### config.mk
export PLATFORM = sky130hd
export DESIGN_NAME = mmio_timer_array
export DESIGN_NICKNAME = d
export VERILOG_FILES = /design/src/rtl/mmio_timer_array.sv
export SDC_FILE = /design/constraint.sdc
export NUM_CORES = 1
export LEC_CHECK = 0
export ABC_CLOCK_PERIOD_IN_PS = 2400
export CAP_MARGIN = 20
export CORE_MARGIN = 4
export CORE_UTILIZATION = 35
export DETAILED_ROUTE_END_ITERATION = 10
export HOLD_SLACK_MARGIN = 0.08
export SETUP_SLACK_MARGIN = 0.05
export SYNTH_ARGS = -nofsm -noshare
export SYNTH_HDL_FRONTEND = slang
export SYNTH_SLANG_ARGS = --single-unit
### constraint.sdc
create_clock -name sys_clk -period 2.4 [get_ports sys_clk]
set_input_delay 0.24 -clock sys_clk [delete_from_list [all_inputs] [get_ports sys_clk]]
set_output_delay 0.24 -clock sys_clk [all_outputs]
set_load 0.03 [all_outputs]
### src/rtl/mmio_timer_array.sv
// ---------------------------------------------------------------------------
// mmio_timer_array
// Multi-channel up-counting timer on the CPU MMIO bus. Each channel has an
// 8-bit prescaler, a CNT_WIDTH-bit counter compared against a terminal
// count, one-shot or periodic mode, a sticky done flag and a maskable IRQ.
// Each channel occupies 16 bytes: CTRL, STATUS, TARGET, CURRENT.
//
// Ports:
//   sys_clk          clock, all state on the rising edge
//   rst_n            synchronous active-low reset
//   mmio_read        read request
//   mmio_write       write request
//   mmio_addr        byte address (bits [1:0] ignored)
//   mmio_write_data  write data
//   mmio_work        request addresses this block (combinational)
//   mmio_done        handshake completion, high in the second cycle
//   mmio_read_data   read data (combinational, 0 outside the window)
//   irq              per-channel interrupt, done & irq_en
//   irq_any          OR of irq
// ---------------------------------------------------------------------------
module mmio_timer_array #(
  parameter logic [31:0] BASE_ADDR = 32'hFFFF0280,
  parameter int          CHANNELS  = 2,
  parameter int          CNT_WIDTH = 32
) (
  input  logic                sys_clk,
  input  logic                rst_n,
  input  logic                mmio_read,
  input  logic                mmio_write,
  input  logic [31:0]         mmio_addr,
  input  logic [31:0]         mmio_write_data,
  output logic                mmio_work,
  output logic                mmio_done,
  output logic [31:0]         mmio_read_data,
  output logic [CHANNELS-1:0] irq,
  output logic                irq_any
);

  localparam int CH_LOG  = (CHANNELS > 1) ? $clog2(CHANNELS) : 0;
  localparam int CH_BITS = (CH_LOG > 0) ? CH_LOG : 1;
  localparam int WIN_LSB = 4 + CH_LOG;

  localparam logic [1:0] REG_CTRL    = 2'd0;
  localparam logic [1:0] REG_STATUS  = 2'd1;
  localparam logic [1:0] REG_TARGET  = 2'd2;
  localparam logic [1:0] REG_CURRENT = 2'd3;

  logic               in_window;
  logic               wr_commit;
  logic               mmio_done_q;
  logic               mmio_done_d;
  logic [CH_BITS-1:0] ch_sel;
  logic [1:0]         reg_sel;
  logic [31:0]        reg_rd [CHANNELS][4];
  logic               unused_bits;

  // The window is aligned to its own size, so a compare of the upper
  // address bits is an exact range check.
  assign in_window = (mmio_addr[31:WIN_LSB] == BASE_ADDR[31:WIN_LSB]);
  assign mmio_work = in_window & (mmio_read | mmio_write);
  assign reg_sel   = mmio_addr[3:2];

  generate
    if (CHANNELS > 1) begin : g_ch_sel
      assign ch_sel = mmio_addr[4 +: CH_BITS];
    end else begin : g_ch_sel_single
      assign ch_sel = '0;
    end
  endgenerate

  // Writes take effect only on the edge closing the first handshake cycle,
  // so a request held through the second cycle is not applied twice.
  assign wr_commit   = mmio_write & mmio_work & ~mmio_done_q;
  assign mmio_done_d = mmio_work & ~mmio_done_q;
  assign mmio_done   = mmio_done_q;

  always_ff @(posedge sys_clk) begin
    if (!rst_n) begin
      mmio_done_q <= 1'b0;
    end else begin
      mmio_done_q <= mmio_done_d;
    end
  end

  always_comb begin
    mmio_read_data = '0;
    if (in_window && mmio_read) begin
      mmio_read_data = reg_rd[ch_sel][reg_sel];
    end
  end

  genvar gi;
  generate
    for (gi = 0; gi < CHANNELS; gi++) begin : g_chan
      logic                 enable_q, enable_d;
      logic                 periodic_q, periodic_d;
      logic                 irq_en_q, irq_en_d;
      logic                 done_q, done_d;
      logic [7:0]           prescale_q, prescale_d;
      logic [7:0]           pcnt_q, pcnt_d;
      logic [CNT_WIDTH-1:0] target_q, target_d;
      logic [CNT_WIDTH-1:0] count_q, count_d;
      logic                 wr_sel;
      logic                 tick;
      logic                 hit;

      assign wr_sel = wr_commit && (ch_sel == CH_BITS'(gi));
      assign tick   = enable_q && (pcnt_q == prescale_q);
      // Terminal tick: compares against the TARGET held before any
      // same-edge write.
      assign hit    = tick && (count_q == target_q);

      always_comb begin
        enable_d   = enable_q;
        periodic_d = periodic_q;
        irq_en_d   = irq_en_q;
        done_d     = done_q;
        prescale_d = prescale_q;
        pcnt_d     = pcnt_q;
        target_d   = target_q;
        count_d    = count_q;

        if (enable_q) begin
          pcnt_d = tick ? 8'd0 : pcnt_q + 8'd1;
        end

        if (tick) begin
          if (hit) begin
            if (periodic_q) begin
              count_d = '0;
            end else begin
              enable_d = 1'b0;
            end
          end else begin
            count_d = count_q + 1'b1;
          end
        end

        // Bus writes are applied after the counter update so that a
        // same-edge write overrides the hardware result.
        if (wr_sel) begin
          case (reg_sel)
            REG_CTRL: begin
              enable_d   = mmio_write_data[0];
              periodic_d = mmio_write_data[1];
              irq_en_d   = mmio_write_data[2];
              prescale_d = mmio_write_data[15:8];
              if (!enable_q && mmio_write_data[0]) begin
                pcnt_d = 8'd0;
              end
            end
            REG_STATUS: begin
              if (mmio_write_data[0]) begin
                done_d = 1'b0;
              end
            end
            REG_TARGET: begin
              target_d = mmio_write_data[CNT_WIDTH-1:0];
            end
            default: begin
              count_d = mmio_write_data[CNT_WIDTH-1:0];
              pcnt_d  = 8'd0;
            end
          endcase
        end

        // A hardware set beats a software clear on the same edge.
        if (hit) begin
          done_d = 1'b1;
        end
      end

      always_ff @(posedge sys_clk) begin
        if (!rst_n) begin
          enable_q   <= 1'b0;
          periodic_q <= 1'b0;
          irq_en_q   <= 1'b0;
          done_q     <= 1'b0;
          prescale_q <= 8'd0;
          pcnt_q     <= 8'd0;
          target_q   <= '0;
          count_q    <= '0;
        end else begin
          enable_q   <= enable_d;
          periodic_q <= periodic_d;
          irq_en_q   <= irq_en_d;
          done_q     <= done_d;
          prescale_q <= prescale_d;
          pcnt_q     <= pcnt_d;
          target_q   <= target_d;
          count_q    <= count_d;
        end
      end

      assign reg_rd[gi][0] = {16'd0, prescale_q, 5'd0, irq_en_q, periodic_q, enable_q};
      assign reg_rd[gi][1] = {30'd0, enable_q, done_q};
      assign reg_rd[gi][2] = 32'(target_q);
      assign reg_rd[gi][3] = 32'(count_q);
      assign irq[gi]       = done_q & irq_en_q;
    end
  endgenerate

  assign irq_any = |irq;

  // Address byte-lane bits and write-data bits beyond the register
  // fields carry no meaning for this block.
  assign unused_bits = &{1'b0, mmio_addr[1:0], mmio_write_data};

endmodule

Word level (Yosys, flattened, before mapping)
Index checks and enable logic that the tools add are counted.

Register bits after elaboration: 169. Output and inout port bits: 37. Input port bits: 68.

$lt $le $gt $ge: 2. $add $sub $neg: 4. Muxes and demuxes: 43. Reduce and logical (&&, ||, !) cells: 27. Eq/ne operators: 7. Bitwise logic cells: 11.

Operator list (number): $mux W32 (13); $mux W128 (2); $mux W112 (1); $add A32 B1 Y32 const B (2); $bmux W32 S2 (1); $eq A32 B32 Y1 (2); $mux W8 (8); $pmux W8 S2 (2); $eq A27 B27 Y1 const B (1); $add A8 B1 Y8 const B (2); $eq A8 B8 Y1 (2); $mux W1 (16); $reduce_bool A2 Y1 (6); $logic_and A1 B1 Y1 (9); $reduce_and A2 Y1 (4); $and A1 B1 Y1 (6); $reduce_and A3 Y1 (2); $reduce_or A2 Y1 (2); $ge A3 B3 Y1 const B (1); $not A2 Y3 (1); $reduce_or A3 Y1 (1); $eq A2 B1 Y1 const B (1); $eq A2 B2 Y1 const B (1); $ge A2 B2 Y1 const B (1); 5 further kinds (7).

Longest topological paths before layout
Gate-level depths: netlist of the first run.

Depth after elaboration: 8. Gate-level depth with buffers: 10.

Worst setup path before layout of the first run
No wires, ideal clock.

Kind: input-to-reg. From: input port mmio_addr[2]. To: register g_chan[1].periodic_q. Setup time: 128 ps. Arrival: 2420 ps. Stages on the path: 9. Slack: -148 ps. Cell sequence: buf_2 -> buf_1 -> buf_1 -> inv_1 -> ha_1 -> nand4_1 -> buf_1 -> mux2i_1 -> nor2_1.

Word-level cells in the longest chain between the ends: 2.

Ends and longest elaborated chain: start: declaration (RTL line 30) `input logic [31:0] mmio_addr,`; $logic_not A2 Y1 (RTL line 142) `case (reg_sel)`; $reduce_and A2 Y1 (no source line); end signal: assignment (RTL line 185) `periodic_q <= periodic_d;`; end: declaration (RTL line 96) `logic periodic_q, periodic_d;`.

No other way between the ends. A chain may end at the register's enable or synchronous reset.

Final worst setup path of the first run
From: input port mmio_addr[6]. To: output port mmio_read_data[12].

Word-level cells in the longest chain between the ends: 3.

Ends and longest elaborated chain: $eq A27 B27 Y1 (RTL line 59) `assign in_window = (mmio_addr[31:WIN_LSB] == BASE_ADDR[31:WIN_LSB]);`; $logic_and A1 B1 Y1 (RTL line 87) `if (in_window && mmio_read) begin`; $mux W32 (RTL line 87); end: declaration (RTL line 34) `output logic [31:0] mmio_read_data,`.

No other way between the ends.

==> out/results.ini, run 1 <==
[timing]
period_minus_slack_ns = 2.42
tns_ns = -0.0254
clock.fmax_ghz = 0.414
max_slew_margin_pct = 52.9
finalCritPeriodShare_pct = 101
rsz0062_at_grt = true
hold_violations = 0
clock_skew_ns = 0.0143
tightest_slew_ns = 0.705
drv_slew = 0
finalSetupViolations = 2
timing.final.ws_setup_ns = -0.0170

[synth]
synthFlopType = dfxtp_1
synth.avg_cell_area_sq_um = 7.97
synth-edff-count = 0
yosys.area.top_type_share_pct = 31.8
syn-cell-area_sq_um = 10600
synth_compound_area_share_pct = 20.4
syn-num-nets = 1410
synth_cells = 1333
synth_seq_cells = 169
synthArstFlopShare_pct = 0
yosys_warnings = 0
synth_area_leaders = dfxtp_1 (32%), nand2_1 (7.5%), mux4_2 (7.2%)
synth_top_family_by_area = simple AND/OR/NAND/NOR gates
synth_xor_area_share_pct = 7.58
ys_seq_area_share_pct = 31.8
synth-simple-area-share_pct = 24.3
synth_mux_area_share_pct = 9.58
synth_adder_area_share_pct = 1.06
yosysTopAreaCell = dfxtp_1
yosysUniqueCellTypes = 69

[outcome]
run_status = finished with violations
violations = negative setup slack

[critical_path]
crit_slowest_cell = clkdlybuf4s50_1
critPathMaxFanout = 5
max_stage_delay_ns = 0.45
r2r_setup_slack_ns = 0.11
rr_endpoint = g_chan[0].count_q[21]
crit_path_end_kind = output port
required_ns = 2.16
reg2reg_from = g_chan[0].count_q[5]
startpoint_type = input port
critPathKind = in2out
critPathArrivalTime_ns = 2.18
startpoint = mmio_addr[6]
ff2ff_path_depth = 6
cp_cell_sequence = clkdlybuf4s50_1, nor4_2, nand4_1, nor2_4, buf_6, nand4_1, buf_6, o22ai_2, buf_4

[clock_network]
cts_tree = yes
root_buffer = clkbuf_16
ctsHoldBuffers = 0
cts_made_buffers = 17
clkTransAtPathRegs_ns = 0.08
cts_sinks = 169
clock_latency_ns = 0.44
cts.path.max_buffers = 2
cts_max_level = 4

[floorplan]
die_area_sq_um = 33200
design.portCount = 105
rows = 63
die_w_um = 182
initial_core_util_pct = 35.7
core_sq_um = 29800
fp.dieH_um = 182

[hold_path]
hold_path_class = in2reg
min_to = g_chan[0].count_q[1]
hold_depth = 3
hp-start = rst_n

[run]
drv_cap = 0

[grt]
grt_pass1_vias = 10200
grt.total_usage_pct = 23.7
grt_pass1_wl_mm = 61.3
grt_overflow = 0
grt_max_degree = 95
antenna_found_initial = 0

[power_and_ir_drop]
leakage_nw = 5.50
p_comb_share_pct = 24.6
p_int_w = 0.00498
p_switching_w = 0.00257
power_w = 0.00754
pwr-share-clk_pct = 35.9
ir_drop_mv = 0.632
p_per_area_nw_per_um2 = 536
power_switching_share_pct = 34.0
seq_power_share_pct = 39.5

[drt]
routedWlPerCell_um = 21.5
first_pass_iters = 6
routed_wl_mm = 41.6
drc = 0
drt_iter0_markers = 1702
vias = 11200
vias_per_cell = 5.80
antenna_left = 0

[placed_design]
port_buffers = 102
gp_congestion = 0.881
dp_hpwl_mm = 31.7
placed_area_sq_um = 13100

[layout]
syn2layout_area_growth_pct = 32.3
design_area_sq_um = 14100
final_core_util_pct = 47.2
final_layout_size_suffix_gt1_share_pct = 22.1
final_net_count = 1609
layout.cells.most_common = nand2_1
most-common-layout-cells = nand2_1 (213), buf_4 (190), dfxtp_1 (159)
num_antenna_cells = 0

## registers in the layout, summed over array words and instances (netlist names)
| signal | flops |
|---|---|
| g_chan.periodic_q | 2 |
| g_chan.count_q | 64 |
| g_chan.pcnt_q | 16 |
| mmio_done | 1 |
| g_chan.enable_q | 2 |
| g_chan.target_q | 64 |
| g_chan.prescale_q | 16 |
| g_chan.done_q | 2 |
| g_chan.irq_en_q | 2 |
## metrics by stage
stage	instances	worst slack [ns]	hold WS, ns
6_report	1935	-0.0170	0.232
5_1_grt	1935	-0.119	0.221
4_1_cts	1927	0.0211	0.214
3_5_place_dp	1894	-0.0718	0.471
3_3_place_gp	1894	-0.0604	0.462
2_1_floorplan	1333	0.0907	0.377
## timing repair
action / in CTS / in global routing
setup endpoints to repair: 10 / 51
gates cloned: 0 / 2
pin swaps: 0 / 14
buffers inserted: 1 / 6
hold endpoints to repair: 0 / 0
gates resized for setup: 4 / 74
## critical path: cells and delay by family
family | cells | cell delay [ns]
buffers and inverters | 4 | 0.97
and+or+nand+nor | 4 | 0.84
AOI/OAI and AO/OA | 1 | 0.13
## cells in the mapped netlist, drive strengths merged, types with 17 or more instances
cell / count
a21oi: 149
a22oi: 30
and4: 17
buf: 32
clkbuf: 73
dfxtp: 169
inv: 31
mux2i: 23
mux4: 34
nand2: 213
nand3: 53
nand4: 33
nor2: 41
nor2b: 23
nor3: 19
nor4: 37
o21ai: 92
o31ai: 20
xor2: 77
## worst max path at each step
stage	end	cells after the start	slack (ns)
6_report	mmio_read_data[12]	9	-0.02
2_1_floorplan	g_chan[1].pcnt_q[2]	10	0.09
5_1_grt	mmio_read_data[12]	9	-0.12
3_5_place_dp	mmio_read_data[12]	9	-0.07
3_3_place_gp	mmio_read_data[10]	9	-0.06
4_1_cts	mmio_read_data[12]	9	0.02
## area by class of cell
type                            instances  area (sq um)
Inverter                               33           124
Multi-Input combinational cell       1026          6900
Tap cell                              390           488
Fill cell                            2843         15700
Sequential cell                       169          3400
Timing Repair Buffer                  285          2590
Clock inverter                         14           135
Clock buffer                           18           429
## metal layers
metal | GRT usage [%] | wire length, um
met2 | 37.2 | 19400
met5 | 0 | 0
met3 | 3.07 | 3040
met1 | 33.5 | 17900
met4 | 8.20 | 1230
## logic make-up (layout without fill, tap and decap cells)
kind of cell	Yosys count	after routing
and+or+nand+nor	507	507
AOI/OAI and AO/OA	359	359
buffers and inverters	138	350
adders and majority gates	9	9
DFF	169	169
xor gates and xnor gates	92	92
muxes	59	59
## power by group through the flow
stage | combinational, W | clock, W | sequential [W]
2_1_floorplan | 0.000952 | 0 | 0.00298
6_report | 0.00185 | 0.00271 | 0.00298
4_1_cts | 0.00181 | 0.00272 | 0.00297
3_5_place_dp | 0.00181 | 0 | 0.00303
3_3_place_gp | 0.00180 | 0 | 0.00303
5_1_grt | 0.00198 | 0.00284 | 0.00299
No activity file was read; power rests on OpenSTA's default activity.
==> inputs of run 2 (changes only) <==
PLACE_DENSITY = 0.54   (was not set)
==> run 2 against run 1 <==
The run now ends clean. Count of clock-buffer cells in the layout fell by 1. Flip-flop and latch count did not move. Critical endpoint is now mmio_read_data[10]. Clock skew rose by 0.0010 ns. Largest cell class unchanged. Utilization rose by 0.60 points. Design area rose by 1.3%. Global-route usage rose by 0.68 points. Power rose by 4.1%.
==> out/results.ini, run 2 (synthesis results as in run 1) <==
[timing]
period_minus_slack_ns = 2.33
finalCritPeriodShare_pct = 97.0
rsz0062_at_grt = true
finalSetupViolations = 0
hold_violations = 0
clock.fmax_ghz = 0.430
max_slew_margin_pct = 56.0
tightest_slew_ns = 0.643
clock_skew_ns = 0.0153
drv_slew = 0

[layout]
instances_no_fill = 1943
regArea_sq_um = 3390
multiInputGateArea_sq_um = 6910
final_net_count = 1618
most-common-layout-cells = nand2_1 (213), buf_4 (192), dfxtp_1 (160)
fillCellCount = 2871
largestRegisters = g_chan.count_q x64, g_chan.target_q x64
final_layout_size_suffix_gt1_share_pct = 22.6
syn2layout_area_growth_pct = 34.0
layout.cells.most_common = nand2_1
final_core_util_pct = 47.8
num_antenna_cells = 0

[critical_path]
max_stage_delay_ns = 0.42
crit_slowest_cell = clkdlybuf4s50_1
critPathTopFamily = buffers and inverters
cp_cell_sequence = clkdlybuf4s50_1, nor4_2, nand4_1, nor2_4, buf_6, nand4_1, buf_6, o22ai_2, buf_6
path_buf_inv = 4
r2r_setup_slack_ns = 0.13
critPathArrivalTime_ns = 2.09
startpoint_type = input port
critPathKind = in2out
crit_path_frequent_cell = buf_6
crit_path_end_kind = output port
required_ns = 2.16
critPathMaxFanout = 5

[drt]
first_pass_iters = 5
m1WireLength_mm = 19.2
route.met2.wl_mm = 18.8
vias = 11200
drt_iter0_markers = 1447
antenna_left = 0
drc = 0
routed_wl_mm = 42.1
vias_per_cell = 5.75
routedWlPerCell_um = 21.7
dr_wl_met3_mm = 3.06
top_layer = met4

[clock_network]
cts.path.max_buffers = 2
root_buffer = clkbuf_16
clkTransAtPathRegs_ns = 0.08
ctsHoldBuffers = 0
clock_latency_ns = 0.43
cts_tree = yes
cts_max_level = 4
cts_sinks = 169
cts_made_buffers = 17

[grt]
grt_pass1_wl_mm = 62.3
grt_max_degree = 96
grt_overflow = 0
grt_pass1_vias = 9960
antenna_found_initial = 0
grt.total_usage_pct = 24.3

[placed_design]
gp_congestion = 0.903
port_buffers = 102
dp_cells = 1904
dp_hpwl_mm = 32.3

[floorplan]
rows = 63
design.portCount = 105
core_sq_um = 29800
die_area_sq_um = 33200
die_w_um = 182
initial_core_util_pct = 35.7
fp.dieH_um = 182

[hold_path]
hold_path_class = in2reg

[power_and_ir_drop]
p_per_area_nw_per_um2 = 552
leakage_nw = 5.57
ir_drop_mv = 0.451

[outcome]
run_status = finished clean

[run]
drv_cap = 0

## run 2: where the power goes
| part | internal (W) | leakage [nW] | switching, W | total, W |
|---|---|---|---|---|
| Combinational | 0.000738 | 3.91 | 0.00117 | 0.00191 |
| Clock | 0.00167 | 0.295 | 0.00129 | 0.00296 |
| Sequential | 0.00288 | 1.37 | 0.000102 | 0.00298 |
| Total | 0.00529 | 5.57 | 0.00257 | 0.00786 |
## run 2: final timing paths
path	endpoint	start	cells past startpoint
max	mmio_read_data[10]	mmio_addr[8]	9
min	g_chan[0].count_q[0]	rst_n	3
max reg2reg	g_chan[0].count_q[31]	g_chan[0].count_q[12]	6
min reg2reg	g_chan[0].target_q[28]	g_chan[0].target_q[28]	2
## run 2: what timing repair did
| item | 4_1_cts | 5_1_grt |
|---|---|---|
| gates cloned | 0 | 1 |
| resized for setup | 11 | 72 |
| setup buffers | 1 | 6 |
| setup endpoints to repair | 18 | 74 |
| pin swaps | 1 | 14 |
## run 2: worst reg2reg max path, delay by kind of cell (launching register included)
kind | cells | cell delay (ns)
AOI/OAI and AO/OA | 2 | 0.47
DFF | 1 | 0.45
and+or+nand+nor | 4 | 1.28
## run 2: per-stage QoR
stage | worst slack (ns) | instance area [sq um] | hold slack, ns | TNS, ns | total power (W)
global route | 0.0412 | 14200 | 0.246 | 0 | 0.00809
finish | 0.0728 | 14200 | 0.251 | 0 | 0.00786
CTS | 0.0263 | 13900 | 0.221 | 0 | 0.00782
floorplan | 0.0907 | 10600 | 0.377 | 0 | 0.00393
global placement | -0.0802 | 13200 | 0.463 | -1.45 | 0.00490
detailed placement | -0.113 | 13200 | 0.469 | -3.33 | 0.00488
## run 2: routing by layer
layer	up-vias	GRT usage [%]
met5	-	0
met4	0	7.21
met3	56	3.77
met2	481	36.4
met1	5348	36.2
li1	5290	-
## run 2: layout make-up
class                           count  share of cell area (%)
Clock inverter                     14                    1.30
Clock buffer                       17                    2.99
Sequential cell                   169                    23.8
Tap cell                          390                    3.43
Inverter                           33                   0.878
Timing Repair Buffer              294                    19.1
Multi-Input combinational cell   1026                    48.5
